[config.mk]
export PLATFORM = sky130hd
export DESIGN_NAME = coin_acceptor
export DESIGN_NICKNAME = d
export VERILOG_FILES = /design/src/rtl/coin_acceptor_pkg.sv /design/src/rtl/coin_acceptor_debouncer.sv /design/src/rtl/coin_acceptor.sv
export SDC_FILE = /design/constraint.sdc
export NUM_CORES = 1
export LEC_CHECK = 0
export CAP_MARGIN = 10
export CORE_UTILIZATION = 54
export CTS_CLUSTER_DIAMETER = 30
export DETAILED_ROUTE_END_ITERATION = 10
export GPL_TIMING_DRIVEN = 0
export PLACE_DENSITY = 0.86
export SYNTH_ARGS = -nofsm -noshare
export SYNTH_HDL_FRONTEND = slang
export SYNTH_HIERARCHICAL = 1
export SYNTH_SLANG_ARGS = --single-unit
export TNS_END_PERCENT = 20
[constraint.sdc]
create_clock -name clock -period 4.4 [get_ports clock]
set_input_delay 0.88 -clock clock [delete_from_list [all_inputs] [get_ports clock]]
set_output_delay 0.88 -clock clock [all_outputs]
set_load 0.02 [all_outputs]
[src/rtl/coin_acceptor_pkg.sv]
// Shared types and constants for the coin acceptor slice.
package coin_acceptor_pkg;

   localparam int CREDIT_W = 4;
   localparam logic [CREDIT_W-1:0] COIN_100_UNITS = 4'd1;
   localparam logic [CREDIT_W-1:0] COIN_500_UNITS = 4'd5;

   typedef logic [CREDIT_W-1:0] credit_t;

   typedef enum logic [1:0] {
      IDLE      = 2'd0,
      ARMING    = 2'd1,
      PRESSED   = 2'd2,
      DISARMING = 2'd3
   } debounce_state_t;

   // True when adding units to base stays within limit (computed one bit wider).
   function automatic logic coin_fits(credit_t base, credit_t units, credit_t limit);
      return (({1'b0, base} + {1'b0, units}) <= {1'b0, limit});
   endfunction

endpackage

[src/rtl/coin_acceptor_debouncer.sv]
// Button debouncer: 2-flop synchronizer, polarity normalisation, press/release FSM.
module button_debouncer
   import coin_acceptor_pkg::*;
#(
   parameter int   DEBOUNCE_CYCLES = 1000000,
   parameter logic ACTIVE_LOW      = 1'b1
) (
   input  logic clock,
   input  logic reset,
   input  logic raw,
   output logic pulse
);

   localparam int CNT_W = $clog2(DEBOUNCE_CYCLES + 1);
   localparam logic [CNT_W-1:0] CNT_ONE = CNT_W'(1);
   localparam logic [CNT_W-1:0] CNT_LIM = CNT_W'(DEBOUNCE_CYCLES);
   localparam logic [1:0] ST_IDLE      = 2'(IDLE);
   localparam logic [1:0] ST_ARMING    = 2'(ARMING);
   localparam logic [1:0] ST_PRESSED   = 2'(PRESSED);
   localparam logic [1:0] ST_DISARMING = 2'(DISARMING);
   localparam logic [1:0] SYNC_IDLE    = ACTIVE_LOW ? 2'b11 : 2'b00;

   logic [1:0]       sync_r;
   logic [1:0]       state_r, state_s;
   logic [CNT_W-1:0] cnt_r, cnt_s, cnt_inc_s;
   logic             pulse_r, pulse_s, pressed_s;

   assign pressed_s = ACTIVE_LOW ? ~sync_r[1] : sync_r[1];
   assign pulse     = pulse_r;

   // Next-state logic; the count restarts at 1 on entry to a counting state.
   always_comb begin
      state_s = state_r;
      cnt_s   = cnt_r;
      pulse_s = 1'b0;
      if ((state_r == ST_IDLE) || (state_r == ST_PRESSED)) begin
         cnt_inc_s = CNT_ONE;
      end else begin
         cnt_inc_s = cnt_r + CNT_ONE;
      end
      case (state_r)
         ST_IDLE, ST_ARMING: begin
            if (!pressed_s) begin
               state_s = ST_IDLE;
               cnt_s   = '0;
            end else if (cnt_inc_s >= CNT_LIM) begin
               state_s = ST_PRESSED;
               cnt_s   = '0;
               pulse_s = 1'b1;
            end else begin
               state_s = ST_ARMING;
               cnt_s   = cnt_inc_s;
            end
         end
         ST_PRESSED, ST_DISARMING: begin
            if (pressed_s) begin
               state_s = ST_PRESSED;
               cnt_s   = '0;
            end else if (cnt_inc_s >= CNT_LIM) begin
               state_s = ST_IDLE;
               cnt_s   = '0;
            end else begin
               state_s = ST_DISARMING;
               cnt_s   = cnt_inc_s;
            end
         end
         default: begin
            state_s = ST_IDLE;
            cnt_s   = '0;
         end
      endcase
   end

   // Synchronizer and FSM registers; reset parks the synchronizer at the released level.
   always_ff @(posedge clock) begin
      if (reset) begin
         sync_r  <= SYNC_IDLE;
         state_r <= ST_IDLE;
         cnt_r   <= '0;
         pulse_r <= 1'b0;
      end else begin
         sync_r  <= {sync_r[0], raw};
         state_r <= state_s;
         cnt_r   <= cnt_s;
         pulse_r <= pulse_s;
      end
   end

endmodule

[src/rtl/coin_acceptor.sv]
// Coin acceptor top: debounced coin events, credit register, deduct/refund handshake.
// Optional inactivity auto-refund is enabled by defining COIN_ACCEPTOR_AUTO_REFUND_EN.
module coin_acceptor
   import coin_acceptor_pkg::*;
#(
   parameter int   DEBOUNCE_CYCLES   = 1000000,
   parameter int   CREDIT_MAX        = 15,
   parameter logic BUTTON_ACTIVE_LOW = 1'b1,
   parameter int   TIMEOUT_CYCLES    = 500000000
) (
   input  logic       clock,
   input  logic       reset,
   input  logic       coin_100,
   input  logic       coin_500,
   input  logic       refund,
   input  logic [3:0] price,
   input  logic       deduct_req,
   output logic       deduct_ack,
   output logic       insufficient,
   output logic [3:0] credit,
   output logic       credit_full,
   output logic       coin_rejected,
   output logic       refund_valid,
   output logic [3:0] refund_amount
);

   localparam credit_t CREDIT_LIM = CREDIT_W'(CREDIT_MAX);

   logic    ev_100_s, ev_500_s, refund_q_r, refund_s, auto_refund_s;
   logic    ack_s, insuf_s, rej_s, refv_s;
   credit_t base_s, sum_500_s, sum_s, ramt_s;
   credit_t credit_r, ramt_r;
   logic    ack_r, insuf_r, rej_r, refv_r, full_r;

   button_debouncer #(.DEBOUNCE_CYCLES(DEBOUNCE_CYCLES), .ACTIVE_LOW(BUTTON_ACTIVE_LOW))
      u_deb_100 (.clock(clock), .reset(reset), .raw(coin_100), .pulse(ev_100_s));
   button_debouncer #(.DEBOUNCE_CYCLES(DEBOUNCE_CYCLES), .ACTIVE_LOW(BUTTON_ACTIVE_LOW))
      u_deb_500 (.clock(clock), .reset(reset), .raw(coin_500), .pulse(ev_500_s));

   assign refund_s = (refund & ~refund_q_r) | auto_refund_s;

   // Priority: refund, then deduct, then coins applied on top (500 before 100).
   always_comb begin
      base_s  = credit_r;
      ramt_s  = ramt_r;
      ack_s   = 1'b0;
      insuf_s = 1'b0;
      refv_s  = 1'b0;
      rej_s   = 1'b0;
      if (refund_s) begin
         base_s = '0;
         ramt_s = credit_r;
         refv_s = 1'b1;
      end else if (deduct_req) begin
         if (credit_r >= price) begin
            base_s = credit_r - price;
            ack_s  = 1'b1;
         end else begin
            insuf_s = 1'b1;
         end
      end else begin
         base_s = credit_r;
      end
      sum_500_s = base_s;
      if (ev_500_s) begin
         if (coin_fits(base_s, COIN_500_UNITS, CREDIT_LIM)) begin
            sum_500_s = base_s + COIN_500_UNITS;
         end else begin
            rej_s = 1'b1;
         end
      end else begin
         sum_500_s = base_s;
      end
      sum_s = sum_500_s;
      if (ev_100_s) begin
         if (coin_fits(sum_500_s, COIN_100_UNITS, CREDIT_LIM)) begin
            sum_s = sum_500_s + COIN_100_UNITS;
         end else begin
            rej_s = 1'b1;
         end
      end else begin
         sum_s = sum_500_s;
      end
   end

`ifdef COIN_ACCEPTOR_AUTO_REFUND_EN
   localparam int TMO_W = $clog2(TIMEOUT_CYCLES + 1);
   logic [TMO_W-1:0] tmo_r;

   assign auto_refund_s = (tmo_r == TMO_W'(TIMEOUT_CYCLES)) && (credit_r != '0);

   // Inactivity counter, held at zero while there is no credit.
   always_ff @(posedge clock) begin
      if (reset) begin
         tmo_r <= '0;
      end else if ((credit_r == '0) || ev_100_s || ev_500_s || ack_s || refund_s) begin
         tmo_r <= '0;
      end else begin
         tmo_r <= tmo_r + TMO_W'(1);
      end
   end
`else
   assign auto_refund_s = 1'b0;
`endif

   // Registered credit state and one-cycle response pulses.
   always_ff @(posedge clock) begin
      if (reset) begin
         credit_r   <= '0;
         ramt_r     <= '0;
         refund_q_r <= 1'b0;
         ack_r      <= 1'b0;
         insuf_r    <= 1'b0;
         rej_r      <= 1'b0;
         refv_r     <= 1'b0;
         full_r     <= 1'b0;
      end else begin
         credit_r   <= sum_s;
         ramt_r     <= ramt_s;
         refund_q_r <= refund;
         ack_r      <= ack_s;
         insuf_r    <= insuf_s;
         rej_r      <= rej_s;
         refv_r     <= refv_s;
         full_r     <= (sum_s == CREDIT_LIM);
      end
   end

   assign credit        = credit_r;
   assign refund_amount = ramt_r;
   assign deduct_ack    = ack_r;
   assign insufficient  = insuf_r;
   assign coin_rejected = rej_r;
   assign refund_valid  = refv_r;
   assign credit_full   = full_r;

endmodule
==> results.md, run 1 <==
* Status: finished, final reports clean
* WL/cell at 15.28 microns
* Utilization after layout at 68.90%
* Reg-to-reg slack, setup at 0.36 ns
* Minimum clock period at 4.350 ns
* Hold depth at 1
* Mux contribution to synthesized area at 2.016%
* CP endpoint kind: flop
* Pwr/cell area at 242.1 nW/um^2
* Slowest cell on the critical path: clkdlybuf4s50_1
* Reg2reg path depth at 18
* Number of flops mapped to enable cells by yosys at 0
* Netlist Area Pre-Place at 3973 sq um
* Place WS at -0.9183 ns
* Startpoint class of the critical path: input port
* Reg-to-Reg Start: credit[0]$_SDFF_PP0_
* GRT overflow at 0
* H-tree depth at 3
* RD Place Congestion at 0.8807
* # port buffers at 22
* Post-synthesis xor/xnor area fraction at 9.260%
* First-pass GRT wire length at 14,620 microns
* CP endpoint: credit[1]$_SDFF_PP0_
* Num CTS Buffers at 9
* Distinct cells, synth at 83
* CTS Sinks at 64
* Core Region at 6944 sq um
* CTS Buffer Depth at 2
* Main combinational cell family by area after synthesis: simple AND/OR/NAND/NOR gates
* Final period util at 98.85%
* Vias in the first global route at 3,384
* First-iteration detailed-routing DRC count at 232
* HPWL after DPL at 5903 microns
* Worst slew pin tran at 0.6096 ns
* Critical path type: input port to flop
* Cells after DPL at 557
* Pin count of the biggest net entering global routing at 18
* Via/cell ratio at 5.956
* Reg2reg end: credit[1]$_SDFF_PP0_
* CP Cell Sequence: clkdlybuf4s50_1 > inv_1 > ha_1 > buf_6 > and3_4 > a22oi_4 > mux2i_4 > ha_4 > nor2_4 > a32oi_2 > o221ai_2 > mux2i_2 > buf_4 > ha_4 > nor2_4 > a21oi_4 > o31ai_2 > a211oi_1
* Clk root buf: clkbuf_8
* Crit path max fanout at 7
* Fill cells at 517
* Slew Viols, Final at 0
* Avg Cell Area, Syn at 9.049 sq um
* Post-route ant nets at 0
* Fin cells at 589
* CTS clock-pin slew for the worst setup and hold paths at 0.07 ns
* HP Class: flop to flop
* Share of cells above drive strength 1 at 26.98%
* I/O pin total at 23
* Compound-Gate Fraction of Synth Area at 19.21%
* Diodes inserted at 0
* Hold-fix buffers, CTS at 0
* Synth Area in Simple Gates at 29.07%
* Drt drc at 0
* CP startpoint: price[3]
* CP Data Required Time at 4.59 ns
* GR Util All Layers at 24.06%
* Hold Vio Cnt, Final at 0
* Maximum clock frequency at 229.9 MHz
* Clock latency on the worst-skew pair at 0.34 ns
* Synth Area in Adders at 3.654%
* Die area at 7704 sq um
* Ys flop type: dfxtp_1
* Sequential share of the synthesized area at 32.25%
* Die width at 87.77 microns
* Via count at 3,508
* Peak VDD IR at 0.1404 mV
* Drt pass-1 iters at 4
* Worst relative slew slack at 59.36%
* Synth warn at 6
* Syn nets at 460
* Total Nets Final at 509
* Synth Instances at 439
* Worst hold margin at 0.4140 ns
* Routed WL at 9001 microns
* Antenna violations before repair at 0
* Synth async-reset ratio at 0%
* Worst Skew at 0.009065 ns
* Final setup fails at 0
* Starting Density at 57.21%
* Die Span Y at 87.77 microns
* Synth-to-layout area growth at 20.44%
* Final WS setup at 0.05049 ns
* Worst path max stage delay at 0.45 ns
* Pleak at 0.001635 uW
* Post-synthesis register bit count at 64
* CTS tree: built
* WP data arrival at 4.54 ns
* MaxCap Viol Count at 0
* Site row count at 30
state kept, by name, indices dropped and copies added (netlist names):
name	cells
credit	4
u_deb_100/state_r	2
insufficient	1
u_deb_500/pulse	1
coin_rejected	1
u_deb_500/state_r	2
u_deb_500/sync_r	2
refund_q_r	1
u_deb_100/sync_r	2
refund_amount	4
deduct_ack	1
credit_full	1
refund_valid	1
u_deb_100/cnt_r	20
u_deb_500/cnt_r	20
u_deb_100/pulse	1
power by group:
| group | internal, uW | total [uW] | leakage [uW] | switching, uW |
|---|---|---|---|---|
| registers | 584 | 588 | 0.000517 | 4.18 |
| clock network | 248 | 470 | 0.0000992 | 222 |
| logic | 44.7 | 99.9 | 0.00102 | 55.2 |
metal layers:
| metal | GRT usage, % | up-vias | share of wire (%) |
|---|---|---|---|
| met5 | 0 | - | 0 |
| met4 | 15.80 | 0 | 3.2 |
| met3 | 3.959 | 28 | 3.4 |
| met2 | 40.59 | 77 | 50 |
| met1 | 28.20 | 1713 | 44 |
| li1 | - | 1690 | - |
cells in the final DEF (no fill, tap or decap), types with 9 or more instances in the layout:
cell type / netlist / layout
a21oi_1: 15 / 13
buf_4: 2 / 18
clkbuf_8: 0 / 12
clkdlybuf4s50_1: 0 / 20
dfxtp_1: 64 / 64
inv_1: 16 / 14
nand2_1: 28 / 28
nand3_1: 22 / 22
nand4_1: 9 / 9
nor2_1: 34 / 31
nor2_2: 20 / 21
nor3_1: 9 / 9
xnor2_1: 22 / 22
xor2_1: 20 / 20
worst max-delay path, delay by kind of cell:
kind	cells	cell delay, ns
fa+ha+maj	3	0.75
compound gates	6	1.05
buf+inv	4	0.79
simple gates	3	0.44
mux	2	0.64
cell usage after synthesis (all sizes together), types with 6 or more instances:
library cell | number | area share (%)
nor3b | 6 | 1.1
and3 | 10 | 1.8
xnor2 | 22 | 4.9
dfxtp | 64 | 32
xor2 | 20 | 4.4
nand2 | 28 | 2.6
nor2b | 6 | 0.94
a21oi | 16 | 2.1
nor3 | 12 | 1.9
ha | 10 | 3.1
nand4 | 11 | 2.5
buf | 10 | 2.1
nor2 | 54 | 6.4
clkbuf | 8 | 0.79
nand2b | 10 | 2.0
nor4 | 8 | 2.0
or2 | 8 | 1.3
nand3 | 26 | 3.8
a21o | 8 | 1.5
inv | 17 | 1.6
worst min-delay path by stage:
stage                                   start                              to  slack [ns]
2_1_floorplan  u_deb_100/sync_r[0]$_SDFF_PP1_  u_deb_100/sync_r[1]$_SDFF_PP1_        0.39
3_3_place_gp   u_deb_500/sync_r[0]$_SDFF_PP1_  u_deb_500/sync_r[1]$_SDFF_PP1_        0.39
3_5_place_dp   u_deb_500/sync_r[0]$_SDFF_PP1_  u_deb_500/sync_r[1]$_SDFF_PP1_        0.39
4_1_cts        u_deb_500/sync_r[0]$_SDFF_PP1_  u_deb_500/sync_r[1]$_SDFF_PP1_        0.41
5_1_grt        u_deb_500/sync_r[0]$_SDFF_PP1_  u_deb_500/sync_r[1]$_SDFF_PP1_        0.42
6_report       u_deb_500/sync_r[0]$_SDFF_PP1_  u_deb_500/sync_r[1]$_SDFF_PP1_        0.41
through the flow:
| step | area [sq um] | setup TNS, ns | total power, uW |
|---|---|---|---|
| after CTS | 4652 | 0 | 1155 |
| after global routing | 4785 | -0.1104 | 1201 |
| after global placement | 4318 | -4.387 | 674.9 |
| after floorplan | 3978 | 0 | 651.3 |
| after detailed placement | 4318 | -4.941 | 677.6 |
| final | 4785 | 0 | 1158 |
layout make-up:
cell class	count	area [sq um]	share of cell area, %
Multi-Input combinational cell	340	2678	55.96
Buffer	18	116.4	2.432
Tap cell	96	120.1	2.510
Inverter	17	63.81	1.334
Sequential cell	64	1281	26.78
Clock inverter	3	15.01	0.3138
Clock buffer	13	168.9	3.530
Timing Repair Buffer	38	341.6	7.139
kinds of logic after synthesis:
kind of cell	Yosys count
and+or+nand+nor	193
AOI/OAI and AO/OA	88
DFF	64
xor gates and xnor gates	42
buffers and inverters	35
adders and majority gates	11
muxes	6
timing repair:
action                     4_1_cts  5_1_grt
resized for setup               17       15
setup endpoints to repair        6        6
pin swaps                       12       12
setup buffers                   10        6
No activity file was read; power rests on OpenSTA's default activity.
==> run 2, diff against run 1 <==
- clock period: 4.4 -> 3.7 ns (I/O delays scaled with it)
==> results.md, run 2 (synthesis gave the netlist of run 1 again) <==
* Status: finished, violations left (was finished, final reports clean)
* Failing checks: setup timing
* Startpoint class of the critical path: input port (unchanged)
* First-pass GRT wire length at 15,640 microns (was 14,620 microns)
* CP Data Required Time at 3.91 ns (was 4.59 ns)
* Worst relative slew slack at 56.57% (was 59.36%)
* Synth-to-layout area growth at 21.39% (was 20.44%)
* Pwr/cell area at 292.3 nW/um^2 (was 242.1 nW/um^2)
* CTS clock-pin slew for the worst setup and hold paths at 0.07 ns (about the same)
* Comb pwr share at 8.9% (was 8.6%)
* Crit path max fanout at 6 (was 7)
* CTS Sinks at 64 (unchanged)
* Starting Density at 57.21% (unchanged)
* MaxCap Viol Count at 0 (unchanged)
* Num CTS Buffers at 9 (unchanged)
* Internal power at 1061 uW (was 876.9 uW)
* Hold Vio Cnt, Final at 0 (unchanged)
* Via/cell ratio at 5.902 (was 5.956)
* CTS Buffer Depth at 2 (unchanged)
* GR Util met1 at 31.95% (was 28.20%)
* Met2 usage at 43.06% (was 40.59%)
* Worst Skew at 0.006143 ns (was 0.009065 ns)
* Core Region at 6944 sq um (unchanged)
* Met3 Use GR at 4.713% (was 3.959%)
* RD Place Congestion at 0.8543 (was 0.8807)
* Diodes inserted at 0 (unchanged)
* Sw Ratio at 24.73% (was 24.29%)
* GRT overflow at 0 (unchanged)
* Minimum clock period at 3.861 ns
* WL/cell at 15.60 microns (was 15.28 microns)
* Pleak at 0.001639 uW (was 0.001635 uW)
* Peak VDD IR at 0.1687 mV (was 0.1404 mV)
* Post-route ant nets at 0 (unchanged)
* Slew Viols, Final at 0 (unchanged)
* Most crowded layer after global routing: met2 (unchanged)
* Die width at 87.77 microns (unchanged)
* CP endpoint kind: flop (unchanged)
* Reg-to-reg slack, setup at -0.13 ns (was 0.36 ns)
* Via count at 3,488 (was 3,508)
* HP Class: flop to flop (unchanged)
* Die Span Y at 87.77 microns (unchanged)
* Worst slew pin tran at 0.6515 ns (was 0.6096 ns)
* Final setup fails at 6 (was 0)
* Share of cells above drive strength 1 at 29.49% (was 26.98%)
* Final period util at 104.4%
* # port buffers at 22 (unchanged)
* Psw at 348.6 uW (was 281.3 uW)
* Most frequent cells in the layout: dfxtp_1, nor2_1, nand2_1, xnor2_1 (was dfxtp_1, nor2_1, nand2_1, nand3_1, xnor2_1)
* First-iteration detailed-routing DRC count at 192 (was 232)
* Maximum clock frequency at 259.0 MHz
* I/O pin total at 23 (unchanged)
* Total Nets Final at 511 (was 509)
* Clk root buf: clkbuf_8 (unchanged)
* Top Registers: u_deb_100/cnt_r x20, u_deb_500/cnt_r x20 (unchanged)
* Clock latency on the worst-skew pair at 0.35 ns (was 0.34 ns)
* HPWL after DPL at 6009 microns (was 5903 microns)
* Worst hold margin at 0.4070 ns (was 0.4140 ns)
* Routed WL at 9218 microns (was 9001 microns)
* Commonest non-fill, non-tap cell in the layout: dfxtp_1 (unchanged)
* Finished Cell Area at 4822 sq um (was 4785 sq um)
* Site row count at 30 (unchanged)
* Antenna violations before repair at 0 (unchanged)
* GR Util All Layers at 26.17% (was 24.06%)
* H-tree depth at 3 (unchanged)
* Die area at 7704 sq um (unchanged)
* Fill cells at 496 (was 517)
* Clk pwr share at 41.5% (was 40.6%)
* RSZ-0062 raised after global routing: yes
* DP Area at 4355 sq um (was 4318 sq um)
* Drt drc at 0 (unchanged)
* Reg power frac at 49.7% (was 50.8%)
* Hold-fix buffers, CTS at 0 (unchanged)
* Utilization after layout at 69.44% (was 68.90%)
* CTS tree: built (unchanged)
* Vias in the first global route at 3,415 (was 3,384)
* WP data arrival at 4.07 ns (was 4.54 ns)
* Final WS setup at -0.1610 ns (was 0.05049 ns)
* Critical path type: input port to flop (unchanged)
* Drt pass-1 iters at 5 (was 4)
* Pin count of the biggest net entering global routing at 18 (unchanged)
## run 2: cell type report
| type | count | area (sq um) | share of cell area [%] |
|---|---|---|---|
| well taps | 96 | 120.1 | 2.491 |
| multi-input cells | 340 | 2718 | 56.36 |
| repair buffers | 41 | 351.6 | 7.291 |
| clock inverters | 4 | 45.04 | 0.9341 |
| plain buffers | 17 | 106.4 | 2.206 |
| clock buffers | 12 | 135.1 | 2.802 |
| inverters | 17 | 63.81 | 1.323 |
| flip-flops and latches | 64 | 1282 | 26.60 |
## run 2: per-layer routing
metal	routed length, microns	part of all wire, %
met4	261	2.8
met1	4013	44
met3	461	5.0
met5	0	0
met2	4481	49
## run 2: critical path, cell delays in order
cell      delay (ns)
buf_6           0.07
ha_4            0.12
inv_2           0.03
fa_2            0.33
a21o_1          0.22
a22oi_4         0.25
mux2i_4         0.35
ha_4            0.27
a2111o_1        0.30
a32oi_2         0.23
a32o_2          0.27
ha_4            0.25
nor2_4          0.21
a21oi_4         0.10
o31ai_2         0.23
a211oi_1        0.10
## run 2: path summary, 6_finish.rpt
path,from,end,depth (start not counted)
max reg2reg,credit[0]$_SDFF_PP0_,credit[1]$_SDFF_PP0_,16
max,price[0],credit[1]$_SDFF_PP0_,16
min reg2reg,u_deb_500/sync_r[0]$_SDFF_PP1_,u_deb_500/sync_r[1]$_SDFF_PP1_,1
min,u_deb_500/sync_r[0]$_SDFF_PP1_,u_deb_500/sync_r[1]$_SDFF_PP1_,1
## run 2: metrics by stage
step                      worst slack (ns)  instances  setup TNS, ns  total power (uW)
after global placement              -1.176        557         -6.719             807.1
final                              -0.1610        591        -0.6611              1409
after detailed placement            -1.299        557         -7.476             810.4
after floorplan                    -0.4222        439         -2.213             778.4
after CTS                          -0.1139        588        -0.2668              1409
after global routing               -0.3490        591         -1.631              1460
## run 2: power by group through the flow
| stage | combinational [uW] | clock, uW | sequential (uW) |
|---|---|---|---|
| after floorplan | 61.9 | 0 | 717 |
| after global placement | 92.4 | 0 | 715 |
| after detailed placement | 95.3 | 0 | 715 |
| after CTS | 115 | 595 | 699 |
| after global routing | 134 | 626 | 700 |
| final | 125 | 584 | 700 |
## run 2: what timing repair did
action                     CTS  global route
buffers inserted            16             3
gates resized for setup     36            12
setup endpoints to repair    6             6
pin swaps                   21            16
